### src/rtl/ascii2bin_frame_arbiter.sv
// rtl/ascii2bin_frame_arbiter.sv - round-robin frame arbiter in front of a shared ASCII-to-binary converter
module ascii2bin_frame_arbiter #(
    parameter int NUM_REQ        = 4,
    parameter int DIGITS_LENGTH  = 8,
    parameter int TIMEOUT_CYCLES = 64,
    localparam int ID_W = (NUM_REQ > 1) ? $clog2(NUM_REQ) : 1
) (
    input  logic                       clk,
    input  logic                       rst_n,
    input  logic [NUM_REQ-1:0]         req_valid,
    input  logic [NUM_REQ*8-1:0]       req_char,
    output logic [NUM_REQ-1:0]         req_ready,
    output logic [7:0]                 conv_ascii_out,
    output logic                       conv_valid_out,
    input  logic                       conv_busy_in,
    input  logic [DIGITS_LENGTH*4-1:0] conv_data_in,
    output logic                       res_valid,
    input  logic                       res_ready,
    output logic [DIGITS_LENGTH*4-1:0] res_data,
    output logic [ID_W-1:0]            res_id,
    output logic [1:0]                 res_err
);
    localparam int CNT_W  = $clog2(DIGITS_LENGTH + 1);
    localparam int BIDX_W = (DIGITS_LENGTH > 1) ? $clog2(DIGITS_LENGTH) : 1;
    localparam int WAIT_W = $clog2(TIMEOUT_CYCLES + 1);
    localparam logic [CNT_W-1:0]  CNT_LAST  = CNT_W'(DIGITS_LENGTH - 1);
    localparam logic [CNT_W-1:0]  CNT_FULL  = CNT_W'(DIGITS_LENGTH);
    localparam logic [WAIT_W-1:0] WAIT_LAST = WAIT_W'(TIMEOUT_CYCLES - 1);

    typedef enum logic [2:0] {S_IDLE, S_FILL, S_BURST, S_WAIT, S_RESULT} state_t;

    state_t              state, state_nxt;
    logic [7:0]          buffer [DIGITS_LENGTH];
    logic [CNT_W-1:0]    count;
    logic [BIDX_W-1:0]   bidx;
    logic [WAIT_W-1:0]   wait_cnt;
    logic [ID_W-1:0]     owner, rr_ptr, pick;
    logic [ID_W:0]       pick_sum;
    logic [ID_W-1:0]     pick_idx;
    logic                pick_found;
    logic                err_hex;
    logic [7:0]          owner_char;
    logic                accept, last_char, conv_done, wait_timeout;

    function automatic logic is_hex(input logic [7:0] c);
        return (c >= "0" && c <= "9") || (c >= "A" && c <= "F") || (c >= "a" && c <= "f");
    endfunction

    assign bidx         = count[BIDX_W-1:0];
    assign owner_char   = req_char[{owner, 3'b000} +: 8];
    assign accept       = (state == S_FILL) && req_valid[owner];
    assign last_char    = accept && (count == CNT_LAST);
    // First WAIT cycle (wait_cnt==0) ignores busy so the converter can register the last char.
    assign conv_done    = (wait_cnt != '0) && !conv_busy_in;
    assign wait_timeout = (wait_cnt == WAIT_LAST) && !conv_done;

    // Search starts just after the last owner, so that owner has lowest priority.
    always_comb begin
        pick       = '0;
        pick_found = 1'b0;
        pick_sum   = '0;
        pick_idx   = '0;
        for (int i = 1; i <= NUM_REQ; i++) begin
            pick_sum = {1'b0, rr_ptr} + (ID_W+1)'(i);
            if (pick_sum >= (ID_W+1)'(NUM_REQ))
                pick_sum = pick_sum - (ID_W+1)'(NUM_REQ);
            pick_idx = pick_sum[ID_W-1:0];
            if (!pick_found && req_valid[pick_idx]) begin
                pick_found = 1'b1;
                pick       = pick_idx;
            end
        end
    end

    always_ff @(posedge clk or negedge rst_n) begin
        if (!rst_n)
            state <= S_IDLE;
        else
            state <= state_nxt;
    end

    always_comb begin
        state_nxt = state;
        req_ready = '0;
        res_valid = 1'b0;
        case (state)
            S_IDLE:   if (pick_found) state_nxt = S_FILL;
            S_FILL: begin
                req_ready[owner] = 1'b1;
                if (last_char) state_nxt = S_BURST;
            end
            S_BURST:  if (count == CNT_FULL) state_nxt = S_WAIT;
            S_WAIT:   if (conv_done || wait_timeout) state_nxt = S_RESULT;
            S_RESULT: begin
                res_valid = 1'b1;
                if (res_ready) state_nxt = S_IDLE;
            end
            default:  state_nxt = S_IDLE;
        endcase
    end

    always_ff @(posedge clk or negedge rst_n) begin
        if (!rst_n) begin
            owner          <= '0;
            rr_ptr         <= ID_W'(NUM_REQ - 1);
            count          <= '0;
            wait_cnt       <= '0;
            err_hex        <= 1'b0;
            conv_valid_out <= 1'b0;
            conv_ascii_out <= '0;
            res_data       <= '0;
            res_id         <= '0;
            res_err        <= '0;
            for (int i = 0; i < DIGITS_LENGTH; i++)
                buffer[i] <= '0;
        end else begin
            case (state)
                S_IDLE: if (pick_found) begin
                    owner  <= pick;
                    rr_ptr <= pick;
                    count  <= '0;
                end
                S_FILL: if (accept) begin
                    buffer[bidx] <= owner_char;
                    if (!is_hex(owner_char))
                        err_hex <= 1'b1;
                    // Launch the burst on the same edge so valid stays high for exactly DIGITS_LENGTH cycles.
                    if (count == CNT_LAST) begin
                        count          <= CNT_W'(1);
                        conv_valid_out <= 1'b1;
                        conv_ascii_out <= (count == '0) ? owner_char : buffer[0];
                    end else begin
                        count <= count + 1'b1;
                    end
                end
                S_BURST: begin
                    if (count == CNT_FULL) begin
                        conv_valid_out <= 1'b0;
                        conv_ascii_out <= '0;
                        wait_cnt       <= '0;
                    end else begin
                        conv_ascii_out <= buffer[bidx];
                        count          <= count + 1'b1;
                    end
                end
                S_WAIT: begin
                    wait_cnt <= wait_cnt + 1'b1;
                    if (conv_done || wait_timeout) begin
                        res_data <= conv_data_in;
                        res_id   <= owner;
                        res_err  <= {wait_timeout, err_hex};
                    end
                end
                S_RESULT: if (res_ready) begin
                    err_hex <= 1'b0;
                    count   <= '0;
                end
                default: ;
            endcase
        end
    end
endmodule

### config.mk
export PLATFORM = sky130hd
export DESIGN_NAME = ascii2bin_frame_arbiter
export DESIGN_NICKNAME = d
export VERILOG_FILES = /design/src/rtl/ascii2bin_frame_arbiter.sv
export SDC_FILE = /design/constraint.sdc
export NUM_CORES = 1
export LEC_CHECK = 0
export ABC_CLOCK_PERIOD_IN_PS = 2350
export BUFFER_PORTS_ARGS = -buffer_cell sky130_fd_sc_hd__buf_2
export CAP_MARGIN = 25
export CORE_ASPECT_RATIO = 1.2
export CORE_MARGIN = 2
export CORE_UTILIZATION = 40
export DETAILED_ROUTE_END_ITERATION = 6
export PLACE_DENSITY = 0.71
export SYNTH_ARGS = -nofsm -noshare
export SYNTH_HDL_FRONTEND = slang
export SYNTH_SLANG_ARGS = --single-unit
### constraint.sdc
create_clock -name clk -period 2.35 [get_ports clk]
set_input_delay 0.1175 -clock clk [delete_from_list [all_inputs] [get_ports clk]]
set_output_delay 0.1175 -clock clk [all_outputs]
set_load 0.03 [all_outputs]
After elaboration in Yosys (flattened, before gate mapping) --
Index checks and enable logic that the tools add are counted.
Word-level totals: register bits after elaboration 128, bits of input ports 72, logic and storage cells 160
Operators by class: $add $sub $neg 10, $lt $le $gt $ge 18, equality and inequality tests 16, shift-type cells 1, multiplexer cells 59, bitwise gates (word level) 1, reductions and logical operators 36
Operators with widths (number):
- bitwise mux 64 bit | 1
- 2-to-1 mux 8 bit | 7
- variable part select 32 x 6 -> 8 bit | 1
- binary-select mux 8 bit (select 3 bit) | 1
- demux 8 bit (select 3 bit) | 1
- 2-to-1 mux 4 bit | 6
- 2-to-1 mux 1 bit | 17
- greater-or-equal comparator 8 x 7 -> 1 bit, second input constant | 2
- <= comparator 8 x 7 -> 1 bit, second input constant | 2
- 2-to-1 mux 2 bit | 8
- != test 2 bit, second input constant | 8
- case mux 4 bit (4 select lines) | 1
- case mux 8 bit (2 select lines) | 1
- less-than comparator 2 x 3 -> 1 bit, second input constant | 5
- 2-to-1 mux 3 bit | 5
- case mux 3 bit (5 select lines) | 1
- case mux 7 bit (2 select lines) | 1
- greater-or-equal comparator 3 bit, second input constant | 4
- logical AND 1 bit | 12
- binary-select mux 1 bit (select 2 bit) | 5
- AND reduction 5 bit | 2
- greater-or-equal comparator 8 x 6 -> 1 bit, second input constant | 1
- <= comparator 8 x 6 -> 1 bit, second input constant | 1
- AND reduction 2 bit | 4
- 29 further kinds | 44

Logic depth before layout (Yosys ltp) --
word-level depth 17, mapped depth 9

Worst setup path after synthesis --
No wires, ideal clock.
path type flip-flop to flip-flop, start point reg count[0], end point reg conv_ascii_out[5], library setup time 0.128 ns, data arrival time 2.107 ns, data required time 2.222 ns, slack 0.115 ns, stages on the path, launching flop included 10, path buffers 3, clock period less this slack 2.235 ns, cell sequence dfrtp_1 -> buf_4 -> buf_4 -> inv_1 -> ha_1 -> nor3b_1 -> buf_1 -> mux2_2 -> nand2_1 -> a31oi_1
On the way: word-level cells in the longest chain between the ends 6, elaborated cells between the ends (all ways) 14
Ends and longest elaborated chain:
- from (decl) | line 34 | logic [CNT_W-1:0] count;
- from (signal assigned) | line 133 | count <= count + 1'b1;
- from (signal assigned) | line 143 | count <= count + 1'b1;
- inverter 3 -> 4 bit (not written as such) | line 142 | conv_ascii_out <= buffer[bidx];
- binary-select mux 8 bit (select 3 bit) | line 142
- 2-to-1 mux 8 bit (not written as such) (2 in series) | line 142
- 2-to-1 mux 8 bit | line 137 | if (count == CNT_FULL) begin
- case mux 8 bit (2 select lines) | line 117 | case (state)
- to (signal assigned) | line 131 | conv_ascii_out <= (count == '0) ? owner_char : buffer[0];
- to (signal assigned) | line 142
- to (decl) | line 13 | output logic [7:0] conv_ascii_out,
Parallel ways exist; a longest one is shown, timed or not. The select of a mux whose other input is x is not followed. A chain may end at the register's enable or synchronous reset.

Worst setup path in the final report --
start point reg count[2], end point reg conv_ascii_out[2]
Same word-level chain as after synthesis.

==> run_results.csv <==
group,metric,value,unit
run_status,status,"completed",
cts,path_clk_slew,0.06,ns
synth,synth_cells,475,
route,drc,0,
sta,hold_viol_final,0,
synth,yosysSeqAreaShare,0.5148,
floorplan,ios,122,
route,num_vias,4684,
sta,setup_viol,0,
worst_setup_path,crit_path_end_kind,"flip-flop",
worst_setup_path,cpPeakStageDelay,0.46,ns
power_and_ir_drop,max-vdd-ir-drop,0.0008024,V
route,dr.pass1.iters,5,
synth,synth_edf_count,0,
sta,worst_slack,0.3582,ns
sta,min_period,1.992,ns
cts,htreeDepth,4,
synth,yosys.area_share.xor_xnor,0,
worst_setup_path,crit_fanout,10,
floorplan,die_x,117.9,um
global_routing,grt_antenna_before_repair,0,
place,place.gp.congestion,0.8340,
power_and_ir_drop,finalPower,11420,uW
cts,clk_latency,0.41,ns
synth,ys_ff_latch,128,
cts,clockBufferDepth,2,
synth,async_flop_share,1.000,
sta,setup-tns-final,0,ns
global_routing,grt_pass1_vias,4951,
route,drt_iter0_drc,234,
synth,synth.distinct_cells,57,
worst_setup_path,cp.required,2.65,ns
route,via_per_inst,5.434,
cts,root_buffer,"clkbuf_16",
sta,max_freq,0.5021,GHz
floorplan,start_util,0.4129,
synth,synth-compound-area-share,0.09323,
sta,worst_pin_slew,0.5869,ns
global_routing,grt_usage,0.2028,
layout,final_layout_size_suffix_gt1_frac,0.4696,
worst_hold_path,worstHoldPathType,"in -> reg",
floorplan,die_y,140.7,um
sta,drv_slew,0,
global_routing,grt-ovfl-total,0,
floorplan,coreArea,15080,um2
worst_setup_path,crit_chain,"buf_4 -> buf_4 -> mux2i_1 -> o21ai_0 -> a221oi_1 -> o221ai_1 -> o21a_1",
global_routing,grt_pass1_wl,26340,um
synth,syn_nets,551,
synth,synth_top_family_by_area,"multiplexers",
worst_setup_path,start_kind,"flip-flop",
synth,synthSimpleGateAreaFrac,0.07896,
synth,synth_ff_type,"dfrtp_1",
sta,relSlewSlack,0.6087,
place,hpwl,11140,um
sta,clock_skew,0.006670,ns
worst_setup_path,critPathArrivalTime,2.29,ns
power_and_ir_drop,power_density,1404,nW/um2
sta,grt_setup_unrepaired,"false",
layout,synthToLayoutAreaGrowth,30.62,%
synth,yosys_warnings,0,
worst_setup_path,cpMostUsedCell,"buf_4",
flow_run,max-cap-violations,0,
route,wirelength,16040,um
route,avgRoutedWirePerCell,18.61,um
worst_setup_path,critPathSlowestCell,"dfrtp_1",
cts,cts.sinks,128,
place,io_buffers,121,
floorplan,dieArea,16590,um2
floorplan,row_count,49,
worst_setup_path,crit_family,"compound AO/OA/AOI/OAI gates",
worst_setup_path,criticalPathCategory,"reg -> reg",
sta,final.period_utilization,0.8476,
power_and_ir_drop,power_leakage,0.003816,uW
synth,syn_avg_cell_area,13.11,um2
layout,fillerInstances,1295,
global_routing,grt_max_degree,56,
route,postRouteAntennaNets,0,
synth,synthesis.area,6227,um2
synth,synthMuxAreaShare,0.2751,
layout,fin_nets,721,
cts,cts_buffers,17,
synth,synthAdderAreaFrac,0.008037,
worst_setup_path,critPathBufInv,2,
cts,cts_tree,"yes",
layout,diodes,0,
place,post-place-ws,0.3988,ns
timing repair:
item / 4_1_cts / 5_1_grt
resized for setup: 0 / 0
hold buffers: 34 / 0
endpoints found under the hold margin: 77 / 0
setup endpoints to repair: 0 / 0
buffers inserted: 0 / 0
cell usage in the layout (no fill, tap or decap), drive strengths merged, types with 3 or more instances in the layout:
cell type,n
buf,142
nor2,22
nand3b,6
a21oi,7
inv,11
nand2,29
clkinv,7
nor3,9
ha,4
clkbuf,19
a221oi,3
dlygate4sd3,34
mux2i,17
bufinv,5
o31ai,9
o21a,7
o21ai,21
o22ai,3
mux4,17
a221o,3
a22oi,3
o221ai,8
dfrtp,126
mux2,103
nand2b,5
a31oi,3
nor3b,4
final timing paths:
check	startpoint	to	slack (ns)	depth (start not counted)
setup reg to reg	count[2]$_DFFE_PN0P_	conv_ascii_out[2]$_DFFE_PN0P_	0.36	7
setup / recovery	count[2]$_DFFE_PN0P_	conv_ascii_out[2]$_DFFE_PN0P_	0.36	7
max in group asynchronous	rst_n	buffer[36]$_DFFE_PN0P_	1.29	3
hold reg to reg	res_id[0]$_DFFE_PN0P_	res_id[0]$_DFFE_PN0P_	0.48	2
hold / removal	conv_busy_in	res_err[1]$_DFFE_PN0P_	0.06	3
min in group asynchronous	rst_n	res_data[8]$_DFFE_PN0P_	0.24	2
Yosys cell counts, types with 3 or more instances:
| cell type | instances | share of area |
|---|---|---|
| o22ai_1 | 3 | 0.0030 |
| nor3_1 | 9 | 0.0072 |
| buf_4 | 4 | 0.0048 |
| mux2_2 | 97 | 0.18 |
| o21a_1 | 7 | 0.0084 |
| nor2_1 | 20 | 0.012 |
| a221o_1 | 3 | 0.0048 |
| nand2_2 | 9 | 0.0090 |
| a21oi_1 | 7 | 0.0056 |
| o221ai_1 | 7 | 0.0098 |
| dfrtp_1 | 126 | 0.51 |
| o31ai_1 | 9 | 0.011 |
| mux4_2 | 17 | 0.061 |
| buf_2 | 8 | 0.0064 |
| ha_1 | 4 | 0.0080 |
| clkbuf_1 | 8 | 0.0048 |
| a31oi_1 | 3 | 0.0030 |
| a22oi_1 | 3 | 0.0036 |
| buf_6 | 4 | 0.0072 |
| nand3b_1 | 6 | 0.0072 |
| nand2b_1 | 5 | 0.0050 |
| mux2i_1 | 17 | 0.027 |
| nand2_1 | 20 | 0.012 |
| inv_1 | 10 | 0.0060 |
| mux2_1 | 6 | 0.011 |
| o21ai_0 | 20 | 0.016 |
routing by layer:
metal / global-route usage / part of all wire
met5: 0 / 0
met4: 0.1027 / 0.037
met3: 0.04207 / 0.041
met2: 0.3479 / 0.52
met1: 0.2423 / 0.40
sequential cells by signal, summed over array words and instances, names as in the netlist:
signal / count
res_err: 2
res_id: 2
conv_ascii_out: 8
owner: 2
res_data: 32
conv_valid_out: 1
rr_ptr: 2
wait_cnt: 7
state: 3
buffer: 64
count: 4
err_hex: 1
metrics by stage:
step,util,area [um2],hold slack [ns],std cells
after floorplan,-,6227,-0.1781,475
after global placement,0.4729,7132,0.1458,796
final,0.5393,8134,0.05755,862
after global routing,0.5393,8134,0.06930,862
after CTS,0.5393,8134,0.03775,862
after detailed placement,0.4729,7132,0.1502,796
worst register-to-register path, cell delays in order, from the launching register on:
cell      delay (ns)
dfrtp_1         0.46
buf_4           0.23
buf_4           0.22
mux2i_1         0.22
o21ai_0         0.10
a221oi_1        0.32
o221ai_1        0.18
o21a_1          0.14
layout make-up:
type	instances	area, um2	share of cell area
multi-input combinational	312	2843	0.3495
clock inverter	13	209.0	0.02569
timing repair buffer	176	1131	0.1391
sequential	128	3206	0.3941
inverter	10	37.54	0.004615
tap	204	255.2	0.03138
clock buffer	19	452.9	0.05568
power by group:
part	switching (uW)	internal [uW]	total, uW
Clock	970	1940	2910
Sequential	551	3070	3630
Combinational	2840	2040	4880
Total	4360	7060	11400
cell families after synthesis:
| kind of cell | Yosys count |
|---|---|
| multiplexers | 137 |
| flip-flops | 128 |
| AND/OR/NAND/NOR | 90 |
| AO/OA/AOI/OAI | 81 |
| buffers and inverters | 35 |
| adder cells (fa/ha/maj) | 4 |
No activity file was read; power rests on OpenSTA's default activity.
